## src/rtl/fsm_onehot_monitor.sv

```systemverilog
// Receive-side checker/decoder for the 4-bit one-hot phase bus (S0..S3).
// Flags encoding and transition errors, decodes the phase and counts complete runs.
module fsm_onehot_monitor #(
  parameter int CNT_W = 8
) (
  input  logic             clk_i,
  input  logic             reset_i,
  input  logic [3:0]       state_in_i,
  input  logic             clr_err_i,
  output logic [1:0]       phase_idx_o,
  output logic             busy_o,
  output logic             seq_done_o,
  output logic [CNT_W-1:0] seq_count_o,
  output logic             err_onehot_o,
  output logic             err_trans_o,
  output logic [1:0]       err_first_o
);

  localparam logic [3:0] S0 = 4'b0001;
  localparam logic [3:0] S1 = 4'b0010;
  localparam logic [3:0] S2 = 4'b0100;
  localparam logic [3:0] S3 = 4'b1000;

  typedef enum logic [1:0] {
    ERR_NONE   = 2'b00,
    ERR_ONEHOT = 2'b01,
    ERR_TRANS  = 2'b10
  } err_code_e;

  logic [3:0]       prevState_q, prevState_d;
  logic             prevValid_q, prevValid_d;
  logic             runOk_q, runOk_d;
  logic [1:0]       phaseIdx_q, phaseIdx_d;
  logic             busy_q, busy_d;
  logic             seqDone_q, seqDone_d;
  logic [CNT_W-1:0] seqCount_q, seqCount_d;
  logic             errOnehot_q, errOnehot_d;
  logic             errTrans_q, errTrans_d;
  err_code_e        errFirst_q, errFirst_d;

  logic       isOneHot;
  logic       legalStep;
  logic       onehotErr;
  logic       transErr;
  logic [1:0] sampleIdx;

  always_comb begin
    isOneHot  = (state_in_i != 4'd0) && ((state_in_i & (state_in_i - 4'd1)) == 4'd0);

    sampleIdx = 2'd0;
    case (state_in_i)
      S1:      sampleIdx = 2'd1;
      S2:      sampleIdx = 2'd2;
      S3:      sampleIdx = 2'd3;
      default: sampleIdx = 2'd0;
    endcase

    legalStep = 1'b0;
    case (prevState_q)
      S0:      legalStep = (state_in_i == S0) || (state_in_i == S1);
      S1:      legalStep = (state_in_i == S2);
      S2:      legalStep = (state_in_i == S3);
      S3:      legalStep = (state_in_i == S0);
      default: legalStep = 1'b0;
    endcase
  end

  always_comb begin
    prevState_d = prevState_q;
    prevValid_d = prevValid_q;
    runOk_d     = runOk_q;
    phaseIdx_d  = phaseIdx_q;
    busy_d      = busy_q;
    seqDone_d   = 1'b0;
    seqCount_d  = seqCount_q;
    onehotErr   = 1'b0;
    transErr    = 1'b0;

    if (!isOneHot) begin
      onehotErr   = 1'b1;
      prevValid_d = 1'b0;
      runOk_d     = 1'b0;
    end else begin
      phaseIdx_d  = sampleIdx;
      busy_d      = (state_in_i != S0);
      prevState_d = state_in_i;
      prevValid_d = 1'b1;
      // The first valid sample after reset or a bad encoding only resyncs.
      if (prevValid_q) begin
        if (!legalStep) begin
          transErr = 1'b1;
          runOk_d  = 1'b0;
        end else if (prevState_q == S0 && state_in_i == S1) begin
          runOk_d = 1'b1;
        end else if (prevState_q == S3 && state_in_i == S0) begin
          seqDone_d = runOk_q;
          runOk_d   = 1'b0;
        end
      end
    end

    if (seqDone_d && (seqCount_q != {CNT_W{1'b1}})) begin
      seqCount_d = seqCount_q + CNT_W'(1);
    end

    // A clear and a fresh error on the same edge: the fresh error survives.
    errOnehot_d = clr_err_i ? 1'b0 : errOnehot_q;
    errTrans_d  = clr_err_i ? 1'b0 : errTrans_q;
    errFirst_d  = clr_err_i ? ERR_NONE : errFirst_q;
    if (onehotErr) errOnehot_d = 1'b1;
    if (transErr)  errTrans_d  = 1'b1;
    if (errFirst_d == ERR_NONE) begin
      if (onehotErr)     errFirst_d = ERR_ONEHOT;
      else if (transErr) errFirst_d = ERR_TRANS;
    end
  end

  always_ff @(posedge clk_i or posedge reset_i) begin
    if (reset_i) begin
      prevState_q <= S0;
      prevValid_q <= 1'b0;
      runOk_q     <= 1'b0;
      phaseIdx_q  <= 2'd0;
      busy_q      <= 1'b0;
      seqDone_q   <= 1'b0;
      seqCount_q  <= '0;
      errOnehot_q <= 1'b0;
      errTrans_q  <= 1'b0;
      errFirst_q  <= ERR_NONE;
    end else begin
      prevState_q <= prevState_d;
      prevValid_q <= prevValid_d;
      runOk_q     <= runOk_d;
      phaseIdx_q  <= phaseIdx_d;
      busy_q      <= busy_d;
      seqDone_q   <= seqDone_d;
      seqCount_q  <= seqCount_d;
      errOnehot_q <= errOnehot_d;
      errTrans_q  <= errTrans_d;
      errFirst_q  <= errFirst_d;
    end
  end

  assign phase_idx_o  = phaseIdx_q;
  assign busy_o       = busy_q;
  assign seq_done_o   = seqDone_q;
  assign seq_count_o  = seqCount_q;
  assign err_onehot_o = errOnehot_q;
  assign err_trans_o  = errTrans_q;
  assign err_first_o  = errFirst_q;

endmodule

```

## config.mk

```make
export PLATFORM = sky130hd
export DESIGN_NAME = fsm_onehot_monitor
export DESIGN_NICKNAME = d
export VERILOG_FILES = /design/src/rtl/fsm_onehot_monitor.sv
export SDC_FILE = /design/constraint.sdc
export NUM_CORES = 1
export LEC_CHECK = 0
export BUFFER_PORTS_ARGS = -buffer_cell sky130_fd_sc_hd__buf_2
export CAP_MARGIN = 10
export CORE_UTILIZATION = 48
export DETAILED_ROUTE_END_ITERATION = 12
export PLACE_DENSITY = 0.73
export SETUP_SLACK_MARGIN = 0.05
export SYNTH_ARGS = -nofsm -noshare
export SYNTH_HDL_FRONTEND = slang
export SYNTH_SLANG_ARGS = --single-unit
```

## constraint.sdc

```tcl
create_clock -name clk_i -period 1.7 [get_ports clk_i]
set_clock_uncertainty 0.1 [all_clocks]
set_input_delay 0.255 -clock clk_i [delete_from_list [all_inputs] [get_ports clk_i]]
set_output_delay 0.255 -clock clk_i [all_outputs]
set_load 0.01 [all_outputs]
```

==> metrics.md <==
| Metric | Value |
|---|---|
| Failing checks | negative setup slack |
| Clock Tree Root | clkbuf_4 |
| Via count | 1010 |
| Final Instance Area | 0.00159 mm2 |
| Die W | 52.1 um |
| Area leader, netlist | dfrtp_1 |
| CP peak stage delay | 440 ps |
| All-Layer GR Usage | 0.210 |
| Bufs on Longest Clock Path | 2 |
| Die Area | 0.00271 mm2 |
| Maximum vdd drop | 0.000929 V |
| Clock transition at the registers of the reported paths | 130 ps |
| Worst rel slew slack | 0.661 |
| Syn. warnings | 0 |
| IO Count | 23 |
| Core area | 0.00228 mm2 |
| Crit-path slowest cell | dfrtp_1 |
| Post-synthesis cell area | 0.00120 mm2 |
| Maximum number of pins on one net before global-route repair | 23 |
| CTS tree | built |
| Nets | 164 |
| Final hold viol count | 0 |
| Top-count cell post-synth | dfrtp_1 |
| Synth Net Count | 126 |
| CTS H-tree lvls | 1 |
| Crit-path max FO | 4 |
| Crit end category | register |
| Drt initial violations | 18 |
| Clock latency at the later pin of the worst-skew pair | 320 ps |
| Reg area | 553 um2 |
| Multi-input combinational cell area | 671 um2 |
| Post-route ant nets | 0 |
| Worst-margin pin slew | 507 ps |
| Pre-antenna DRT Iters | 4 |
| Max Cap Violations | 0 |
| Layout cells sized above 1 | 0.400 |
| Family with the most delay on the worst path | compound AO/OA/AOI/OAI gates |
| Post-synth EDFFs | 0 |
| Worst setup margin | -26.8 ps |
| I/O Buffers | 22 |
| Routed WL per cell | 14.3 um |
| Critical path launch point type | register |
| Period utilization | 1.02 |
| Drt total wl | 2.62 mm |
| Async SR Flop Fraction | 1.00 |
| Final setup vio count | 1 |
| Largest cells by area after synthesis | dfrtp_1 44%, xor2_1 3.6%, o21ai_0 3.3%, nor4b_1 2.9%, nand2_1 2.8% |
| Most used cell, CP | buf_4 |
| Post-DR vias/cell | 5.52 |
| FMAX | 579 MHz |
| DRC | 0 |
| Status | finished, violations left |
| FILL cells | 184 |
| Lkg Pwr | 0.800 nW |
| Area delta synth->final | 32.2% |
| RSZ-0062 raised after global routing | true |
| Crit Path Category | reg -> reg |
| First-pass GRT wire length | 4.16 mm |
| Hpwl dp | 1.83 mm |
| CP Data Arrival Time | 1860 ps |
| RD Place Congestion | 0.852 |
| Overflow after GRT | 0 |
| Req. time, crit path | 1830 ps |
| Synthesized area per cell | 10.2 um2 |
| Antenna Cells | 0 |
| # rows | 17 |
| Synth top cells by count | 21 x dfrtp_1, 9 x nand2_1, 9 x nor2_1 |
| Synth Instances | 118 |
| Die height | 52.1 um |
| CTS Buf Count | 3 |
| Initial Utilization | 0.528 |
| Pwr dens | 768 mW/mm2 |
| Min Tclk post-route | 1730 ps |
| Dpl cell area | 0.00142 mm2 |
| Count of cell types in the netlist | 40 |
| Synth Flop Type | dfrtp_1 |
| Critical-path cell list | buf_4 -> nor4b_1 -> a22oi_1 -> o41ai_2 -> buf_4 -> o41ai_4 |
| Vias in the first global route | 926 |
| Clock Sink Count | 22 |
| Antenna violations before repair | 0 |
| HP Class | in -> reg |
| Slew Viols, Final | 0 |
| Placed cells | 176 |
| Layout Cells excl Fill | 183 |
| Buf/Inv on CP | 2 |
| Flops & latches, synth | 22 |
| Register area share after synthesis | 0.459 |
| Area share of the largest cell type after synthesis | 0.437 |
-- final cells by class --
type | instances | area share
Sequential cell | 22 | 0.348
Inverter | 8 | 0.0189
Clock buffer | 3 | 0.0142
Clock inverter | 1 | 0.0189
Multi-Input combinational cell | 82 | 0.422
Timing Repair Buffer | 39 | 0.156
Tap cell | 28 | 0.0220
-- repair_timing --
item / in CTS / in global routing
endpoints found under the hold margin: 21 / 0
buffers inserted: 0 / 2
resized for setup: 1 / 14
setup endpoints to repair: 6 / 10
pin swaps: 0 / 4
hold buffers: 1 / 0
-- final timing paths --
check	from	to	slack [ps]	cells after the start
setup / recovery	prevState_q[2]	err_first_o[1]	-30	6
hold / removal	clr_err_i	err_onehot_o	50	2
setup reg to reg	prevState_q[2]	err_first_o[1]	-30	6
hold reg to reg	seq_count_o[7]	seq_count_o[7]	410	1
max in group asynchronous	reset_i	prevState_q[0]	840	4
min in group asynchronous	reset_i	seq_done_o	380	4
-- through the flow --
stage / worst slack, ps / setup TNS (ps) / hold WS, ps / power (W) / util
6_report: -26.8 / -26.8 / 49.8 / 0.00122 / 0.698
5_1_grt: -87.1 / -263 / 45.3 / 0.00126 / 0.698
4_1_cts: 11.4 / 0 / 46.3 / 0.00120 / 0.655
3_5_place_dp: -6.89 / -6.89 / 207 / 0.000778 / 0.624
3_3_place_gp: 29.5 / 0 / 200 / 0.000770 / 0.624
2_1_floorplan: -17.6 / -25.0 / 143 / 0.000704 / -
-- kinds of logic (layout without fill, tap and decap cells) --
logic type               after synthesis  count (layout)  synth area share
AND/OR/NAND/NOR                       46              46             0.260
AO/OA/AOI/OAI                         27              27             0.154
flip-flops                            22              22             0.459
buffers and inverters                 14              51            0.0520
XOR/XNOR                               5               5            0.0364
multiplexers                           3               3            0.0281
adder cells (fa/ha/maj)                1               1            0.0104
-- power breakdown --
group | internal (W) | switching, W | leakage, nW | total, W
Combinational | 0.0000988 | 0.000111 | 0.494 | 0.000210
Clock | 0.000239 | 0.000177 | 0.0279 | 0.000415
Sequential | 0.000558 | 0.0000365 | 0.278 | 0.000594
Total | 0.000896 | 0.000324 | 0.800 | 0.00122
-- placed cells by master, fill, tap and decap left out, types with 2 or more instances in the layout --
master,instances
buf_2,22
dfrtp_1,20
buf_4,14
nand2_1,9
nor2_1,8
inv_1,8
o21ai_0,8
xor2_1,5
a21o_1,4
a21oi_1,4
nand2b_1,4
nor4b_1,3
mux2_1,3
clkbuf_4,3
nor4b_4,2
nand3_1,2
nor2_2,2
a221oi_1,2
nor3_1,2
o211ai_1,2
buf_6,2
-- sequential cells by signal, indices dropped and copies added, names as in the netlist --
| register | flops |
|---|---|
| phase_idx_o | 2 |
| seq_done_o | 1 |
| err_onehot_o | 1 |
| busy_o | 1 |
| err_first_o | 2 |
| seq_count_o | 8 |
| err_trans_o | 1 |
| prevState_q | 4 |
| runOk_q | 1 |
| prevValid_q | 1 |
-- worst register-to-register path, cell delays in order (launching register included) --
cell	delay [ps]
dfrtp_1	440
buf_4	170
nor4b_1	140
a22oi_1	200
o41ai_2	120
buf_4	160
o41ai_4	310
-- routing by layer --
metal | global-route usage | share of wire
met1 | 0.277 | 0.47
met2 | 0.346 | 0.49
met3 | 0.0263 | 0.025
met4 | 0.0811 | 0.010
met5 | 0 | 0
(Power assumes the default switching activity.)
